[src/rtl/timer_counter_pkg.sv]
// Shared definitions for the slot-0 programmable timer: register offsets,
// mode encodings, FSM states and the device base address used by the bridge.
package timer_counter_pkg;

  localparam int TC_DATA_W = 32;
  localparam int TC_ADDR_W = 30;

  // Byte-address bits [15:4] of the timer window 0x0000_7F00-0x0000_7F0F
  localparam logic [11:0] TC_BASE_ADDR = 12'h7F0;

  // Word offsets decoded from Addr[1:0]
  localparam logic [1:0] TC_CTRL   = 2'd0;
  localparam logic [1:0] TC_PRESET = 2'd1;
  localparam logic [1:0] TC_COUNT  = 2'd2;

  localparam logic [1:0] MODE_ONESHOT = 2'b00;
  localparam logic [1:0] MODE_RELOAD  = 2'b01;

  typedef enum logic [1:0] {
    ST_IDLE,
    ST_LOAD,
    ST_CNT,
    ST_INT
  } tc_state_e;

  typedef struct packed {
    logic       im;
    logic [1:0] mode;
    logic       en;
  } tc_ctrl_t;

  // Reserved modes 10/11 fall back to one-shot behaviour
  function automatic logic tc_is_reload(input logic [1:0] mode);
    case (mode)
      MODE_RELOAD:  return 1'b1;
      MODE_ONESHOT: return 1'b0;
      default:      return 1'b0;
    endcase
  endfunction

  // Bridge-side decode of a full byte address into the timer window
  function automatic logic tc_dev_hit(input logic [31:0] byte_addr);
    return byte_addr[31:4] == {16'h0000, TC_BASE_ADDR};
  endfunction

endpackage

[src/rtl/timer_counter_if.sv]
// Bridge <-> timer slot-0 bus: word address, write strobe/data, read data, IRQ.
interface timer_counter_if;
  import timer_counter_pkg::*;

  logic [TC_ADDR_W-1:0] Addr;
  logic                 WE;
  logic [TC_DATA_W-1:0] Din;
  logic [TC_DATA_W-1:0] Dout;
  logic                 IRQ;

  modport master (
    output Addr,
    output WE,
    output Din,
    input  Dout,
    input  IRQ
  );

  modport slave (
    input  Addr,
    input  WE,
    input  Din,
    output Dout,
    output IRQ
  );

endinterface

[src/rtl/timer_counter.sv]
// Programmable down-counting timer on device slot 0. CTRL/PRESET/COUNT
// register file, four-state counting FSM and a zero-latency read mux.
module timer_counter
  import timer_counter_pkg::*;
#(
  parameter int CNT_W = 32
) (
  input  logic            clk,
  input  logic            reset,
  timer_counter_if.slave  bus
);

  tc_ctrl_t             r_ctrl;
  logic [CNT_W-1:0]     r_preset;
  logic [CNT_W-1:0]     r_count;
  tc_state_e            r_state;
  logic                 r_irq_pending;

  logic                 w_wr_ctrl;
  logic                 w_wr_preset;
  logic [TC_DATA_W-1:0] w_rdata;

  assign w_wr_ctrl   = bus.WE && (bus.Addr[1:0] == TC_CTRL);
  assign w_wr_preset = bus.WE && (bus.Addr[1:0] == TC_PRESET);

  // Register file, counting FSM and interrupt-pending flag share one block so
  // host writes and FSM-side updates of CTRL.Enable resolve in one place.
  always_ff @(posedge clk) begin
    if (reset) begin
      r_ctrl        <= '0;
      r_preset      <= '0;
      r_count       <= '0;
      r_state       <= ST_IDLE;
      r_irq_pending <= 1'b0;
    end else begin
      if (w_wr_ctrl) begin
        r_ctrl <= tc_ctrl_t'(bus.Din[3:0]);
      end
      if (w_wr_preset) begin
        r_preset <= CNT_W'(bus.Din);
      end

      // Setting from INT beats a same-cycle CTRL-write clear; in auto-reload
      // the flag lives for exactly one cycle.
      if (r_state == ST_INT) begin
        r_irq_pending <= 1'b1;
      end else if (w_wr_ctrl) begin
        r_irq_pending <= 1'b0;
      end else if (tc_is_reload(r_ctrl.mode)) begin
        r_irq_pending <= 1'b0;
      end

      case (r_state)
        ST_IDLE: begin
          if (r_ctrl.en) begin
            r_state <= ST_LOAD;
          end
        end
        ST_LOAD: begin
          r_count <= r_preset;
          r_state <= ST_CNT;
        end
        ST_CNT: begin
          if (!r_ctrl.en) begin
            r_state <= ST_IDLE;
          end else if (r_count == '0) begin
            r_state <= ST_INT;
          end else begin
            r_count <= r_count - CNT_W'(1);
          end
        end
        ST_INT: begin
          if (tc_is_reload(r_ctrl.mode)) begin
            r_state <= ST_LOAD;
          end else begin
            // A host CTRL write in this cycle keeps its own Enable value
            if (!w_wr_ctrl) begin
              r_ctrl.en <= 1'b0;
            end
            r_state <= ST_IDLE;
          end
        end
        default: begin
          r_state <= ST_IDLE;
        end
      endcase
    end
  end

  // Zero-latency read mux; offset 0xC and CTRL[31:4] read as zero
  always_comb begin
    w_rdata = '0;
    case (bus.Addr[1:0])
      TC_CTRL:   w_rdata = {{(TC_DATA_W-4){1'b0}}, r_ctrl};
      TC_PRESET: w_rdata = TC_DATA_W'(r_preset);
      TC_COUNT:  w_rdata = TC_DATA_W'(r_count);
      default:   w_rdata = '0;
    endcase
  end

  assign bus.Dout = w_rdata;
  assign bus.IRQ  = r_ctrl.im & r_irq_pending;

endmodule

[src/flat_wrapper.sv]
// flat-port wrapper written by rule: the top's interface ports become plain ports
module timer_counter_flat import timer_counter_pkg::*;
#(
  parameter int CNT_W = 32
)
  (clk, reset, bus_Addr, bus_WE, bus_Din, bus_Dout, bus_IRQ);
  timer_counter_if bus_i ();
  input  logic clk;
  input  logic reset;
  input wire logic [$bits(bus_i.Addr)-1:0] bus_Addr;
  input wire logic [$bits(bus_i.WE)-1:0] bus_WE;
  input wire logic [$bits(bus_i.Din)-1:0] bus_Din;
  output wire logic [$bits(bus_i.Dout)-1:0] bus_Dout;
  output wire logic [$bits(bus_i.IRQ)-1:0] bus_IRQ;
  assign bus_i.Addr = bus_Addr;
  assign bus_i.WE = bus_WE;
  assign bus_i.Din = bus_Din;
  assign bus_Dout = bus_i.Dout;
  assign bus_IRQ = bus_i.IRQ;
  timer_counter #(.CNT_W(CNT_W)) u_core (.clk(clk), .reset(reset), .bus(bus_i));
endmodule
[config.mk]
export PLATFORM = sky130hd
export DESIGN_NAME = timer_counter_flat
export DESIGN_NICKNAME = d
export VERILOG_FILES = /design/src/rtl/timer_counter_pkg.sv /design/src/rtl/timer_counter_if.sv /design/src/rtl/timer_counter.sv /design/src/flat_wrapper.sv
export SDC_FILE = /design/constraint.sdc
export NUM_CORES = 1
export LEC_CHECK = 0
export BUFFER_PORTS_ARGS = -buffer_cell sky130_fd_sc_hd__clkbuf_2
export CELL_PAD_IN_SITES_DETAIL_PLACEMENT = 0
export CELL_PAD_IN_SITES_GLOBAL_PLACEMENT = 2
export CORE_ASPECT_RATIO = 0.6
export CORE_UTILIZATION = 32
export DETAILED_ROUTE_END_ITERATION = 7
export GPL_ROUTABILITY_DRIVEN = 0
export PLACE_DENSITY_LB_ADDON = 0.1
export SYNTH_ARGS = -nofsm -noshare
export SYNTH_HDL_FRONTEND = slang
export SYNTH_SLANG_ARGS = --single-unit
export TNS_END_PERCENT = 100
[constraint.sdc]
create_clock -name clk -period 4.45 [get_ports clk]
set_clock_uncertainty 0.15 [all_clocks]
set_input_delay 0.445 -clock clk [delete_from_list [all_inputs] [get_ports clk]]
set_output_delay 0.445 -clock clk [all_outputs]
set_load 0.1 [all_outputs]
## Yosys cells after proc, flatten, opt, wreduce, memory -nomap -nowiden

Index checks and enable logic that the tools add are counted.

- Mux-type cells: 22
- Eq/ne operators: 10
- $add $sub $neg: 1
- Reduce and logical (&&, ||, !) cells: 9
- Bitwise logic cells: 1

Operators by type and width:

| cell | count |
|---|---|
| 32-bit case mux with 3 select lines | 1 |
| 32-bit 2-to-1 mux | 2 |
| 32-bit case mux with 2 select lines | 1 |
| 32-bit zero test | 1 |
| 32-bit by 1-bit subtractor with 32-bit output (second input constant) | 1 |
| 1-bit 2-to-1 mux | 14 |
| 2-bit case mux with 4 select lines | 1 |
| 2-bit by 1-bit == test with 1-bit output (second input constant) | 3 |
| 2-bit == test (second input constant) | 3 |
| 2-bit 2-to-1 mux | 3 |
| 2-bit zero test | 2 |
| 2-bit by 1-bit inequality test with 1-bit output (second input constant) | 2 |
| 3-bit inequality test (second input constant) | 1 |
| 3-bit AND reduction | 1 |
| 3-bit nonzero test | 1 |
| 1-bit logical AND | 2 |
| 2-bit inequality test (second input constant) | 1 |
| 2-bit AND reduction | 1 |
| 2-bit nonzero test | 1 |
| 1-bit bitwise AND | 1 |

- Flip-flop bits (word level): 71
- Input port bits: 65
- Output and inout port bits: 33
- Word-level logic and storage cells: 50

## Logic depth before layout (Yosys ltp)

- Word-level depth: 8
- Mapped depth: 10
- Gate-level depth less buffers: 7

## Worst setup path after synthesis

No wires, ideal clock.

- Kind: input-to-output
- Start point: in bus_Addr[1]
- End point: out bus_Dout[0]
- Path buffers: 1
- Data required time: 3.855 ns
- Path slack: 0.926 ns
- Stages: 3
- Data arrival time: 2.929 ns
- Path through: clkbuf_1 -> mux2i_1 -> o21ai_0

- Longest elaborated chain between the ends: 2
- Elaborated cells on any way between the ends: 4
- Classes of those cells: eq/ne: 2; mux: 1; reduce/logical: 1

Ends and longest elaborated chain:

| element | RTL line | source |
|---|---|---|
| start, declared | flat_wrapper.sv:10 | `input wire logic [$bits(bus_i.Addr)-1:0] bus_Addr;` |
| 2-bit == test (tied with other cells) | timer_counter.sv:93 | `case (bus.Addr[1:0])` |
| 32-bit case mux with 3 select lines (*) | timer_counter.sv:93 |  |
| end, declared | flat_wrapper.sv:13 | `output wire logic [$bits(bus_i.Dout)-1:0] bus_Dout;` |

Every way passes the cells marked *; elsewhere a longest branch is shown, timed or not.

## Worst setup path after layout

- Start point: reg u_core.r_count[0]
- End point: reg u_core.r_count[6]

- Longest elaborated chain between the ends: 4
- Elaborated cells on any way between the ends: 7
- Classes of those cells: add/sub: 1; eq/ne: 1; mux: 3; reduce/logical: 2

Ends and longest elaborated chain:

| element | RTL line | source |
|---|---|---|
| start, declared | timer_counter.sv:15 | `logic [CNT_W-1:0] r_count;` |
| start signal, assigned | timer_counter.sv:60 | `r_count <= r_preset;` |
| start signal, assigned | timer_counter.sv:69 | `r_count <= r_count - CNT_W'(1);` |
| 32-bit by 1-bit subtractor with 32-bit output | timer_counter.sv:69 |  |
| 32-bit 2-to-1 mux | timer_counter.sv:66 | `end else if (r_count == '0) begin` |
| 32-bit 2-to-1 mux | timer_counter.sv:64 | `if (!r_ctrl.en) begin` |
| 32-bit case mux with 2 select lines | timer_counter.sv:53 | `case (r_state)` |

Several ways; a longest one is shown, not always the timed one. The select of a mux whose other input is x is not followed.
A chain may end at the register's enable or synchronous reset.

==> flow_metrics.tcl <==
set metrics [dict create \
    core_um2 12100 \
    ys_ff_latch 71 \
    grt_start_max_net_pins 44 \
    min_path_cells 3 \
    cts_buffer_depth 2 \
    tns_ns 0 \
    rr_worst_depth 8 \
    num_rows 31 \
    fmax_ghz 0.306 \
    rsz0062_at_grt "false" \
    vias_per_cell 5.39 \
    dp_hpwl_mm 8.65 \
    synth.yosys.warnings 0 \
    synth_cells 529 \
    critPathMaxFanout 37 \
    postRouteAntennaNets 0 \
    synth_flop_cell "dfxtp_1" \
    maxCapViolCount 0 \
    status "completed" \
    syn-num-nets 599 \
    start_util 0.328 \
    yosysSeqAreaShare 0.359 \
    layout.cells.non_filler 743 \
    grt.total_usage 0.203 \
    cts.sinks 71 \
    critPathRequiredTime_ns 4.55 \
    hold_start "bus_Din[30]" \
    wl_mm 12.7 \
    place_inst 728 \
    tightest_slew_ns 0.835 \
    die_height_um 88.1 \
    htreeDepth 3 \
    critical_path_buf_inv_count 2 \
    ir_worst_vdd_mv 0.220 \
    synth_edf_count 0 \
    io_pins 98 \
    crit_family "simple AND/OR/NAND/NOR gates" \
    cp-start-kind "register" \
    crit_path_end_kind "register" \
    r2r_end "u_core.r_count[6]" \
    setup_slack_ns 1.18 \
    post_cts_buffers 0 \
    async_reset_ff_frac 0 \
    worstHoldPathType "in2reg" \
    max_slew_margin 0.443 \
    period_minus_slack_ns 3.27 \
    synth_cell_type_count 48 \
    hold_end "u_core.r_preset[30]" \
    nNetsFinal 644 \
    clk_pin_slew_ns 0.06 \
    rr_startpoint "u_core.r_count[0]" \
    hold_buffers 0 \
    cts-buffers-inserted 9 \
    crit_chain "inv_1, ha_1, or4b_1, or4_1, o31ai_4, buf_4, o21ai_0, a21oi_1" \
    dpl_worst_slack_ns 1.20 \
    initialDrtViolationCount 336 \
    drive_gt1_frac 0.176 \
    finalMaxSlewViolations 0 \
    avgSynthCellArea_um2 7.47 \
    portBuffers 69 \
    overflow 0 \
    final_common_cell "nand2_1" \
    slowest_delay_ns 0.76 \
    die_x_um 146 \
    firstDrtPassIters 5 \
    dieArea_um2 12800 \
    power_leakage_nw 1.84 \
    antenna_cells 0 \
    tritoncts "done" \
    antenna_found_initial 0 \
    syn_area_um2 3950 \
    setup_viol 0 \
    vias 4004 \
    worstSetupPathType "reg2reg" \
    power_mw 2.40 \
    grt_pass1_wl_mm 20.4 \
    clock_latency_ns 0.34 \
    cts_root_buf "clkbuf_16" \
    cts_resized 0 \
    cp.arrival_ns 3.37 \
    finalCritPeriodShare 0.734 \
    finalHoldViolCount 0 \
    wl_per_cell_um 17.0 \
    final_cell_mix "nand2_1 (104), a21oi_1 (71), dfxtp_1 (71), clkbuf_2 (69), a22o_1 (28)" \
    drcViolationCount 0 \
    rrSetupSlack_ns 1.18 \
    area_growth_pct 18.7 \
    slowest_stage "or4_1" \
    powerDensity_nw_per_um2 512 \
    grt_pass1_vias 3655 \
]
Yosys cell counts (7+ instances only):
cell / number / area [um2]
dfxtp_1: 71 / 1420
a21oi_1: 71 / 355
nand2b_1: 9 / 56.3
nor2_1: 22 / 82.6
nor4_1: 13 / 81.3
o21ai_1: 8 / 40.0
clkbuf_1: 39 / 146
nor3_1: 13 / 65.1
a22o_1: 28 / 245
o21ai_0: 23 / 115
o32ai_1: 10 / 87.6
nand2_1: 104 / 390
or3_1: 8 / 50.1
inv_1: 9 / 33.8
nor2b_1: 18 / 113
or4_1: 7 / 52.6
logic make-up (layout without fill, tap and decap cells):
kind of cell / Yosys count / after routing / synth area share
AOI/OAI and AO/OA: 175 / 175 / 0.289
adders and majority gates: 5 / 5 / 0.0158
buffers and inverters: 55 / 104 / 0.0541
DFF: 71 / 71 / 0.359
muxes: 7 / 7 / 0.0180
and+or+nand+nor: 216 / 216 / 0.263
worst min-delay path: cells and delay by family:
kind	cells	cell delay, ns
simple gates	1	0.04
compound gates	1	0.05
buf+inv	1	0.08
routing by layer:
layer / track usage / vias to the layer above / share of wire
met2: 0.299 / 112 / 0.41
li1: - / 2006 / -
met4: 0.0526 / 0 / 0.0094
met3: 0.0458 / 13 / 0.046
met1: 0.297 / 1873 / 0.54
met5: 0 / - / 0
through the flow:
step                utilization  hold WS [ns]  instance area [um2]
floorplan                     -         0.294                 3950
global placement          0.366         0.313                 4410
detailed placement        0.366         0.316                 4410
CTS                       0.389         0.162                 4690
global route              0.389         0.182                 4690
finish                    0.389         0.177                 4690
worst max-delay path by stage:
| stage | from | endpoint | cells after the start |
|---|---|---|---|
| 2_1_floorplan | bus_Addr[1] | bus_Dout[0] | 3 |
| 5_1_grt | u_core.r_count[0] | u_core.r_count[6] | 8 |
| 6_report | u_core.r_count[0] | u_core.r_count[6] | 8 |
| 3_3_place_gp | u_core.r_count[0] | u_core.r_count[2] | 8 |
| 4_1_cts | u_core.r_count[0] | u_core.r_count[8] | 8 |
| 3_5_place_dp | u_core.r_count[0] | u_core.r_count[8] | 8 |
cell type report:
type                            count  area [um2]
Timing Repair Buffer               80         428
Sequential cell                    71        1420
Clock inverter                      4        47.5
Inverter                            9        33.8
Multi-Input combinational cell    403        2320
Clock buffer                       11         233
Fill cell                        1299        7370
Tap cell                          165         206
state kept, by name (all words and copies together), names as in the netlist:
| name | cells |
|---|---|
| u_core.r_count | 32 |
| u_core.r_preset | 32 |
| u_core.r_ctrl | 4 |
| u_core.r_state | 2 |
| u_core.r_irq_pending | 1 |
power by group:
group | leakage (nW) | total (mW) | switching [mW] | internal (mW)
clock | 0.135 | 0.706 | 0.277 | 0.429
sequential | 0.575 | 0.727 | 0.0494 | 0.677
combinational | 1.13 | 0.968 | 0.674 | 0.294
total | 1.84 | 2.40 | 1.00 | 1.40
No activity file was read; power rests on OpenSTA's default activity.
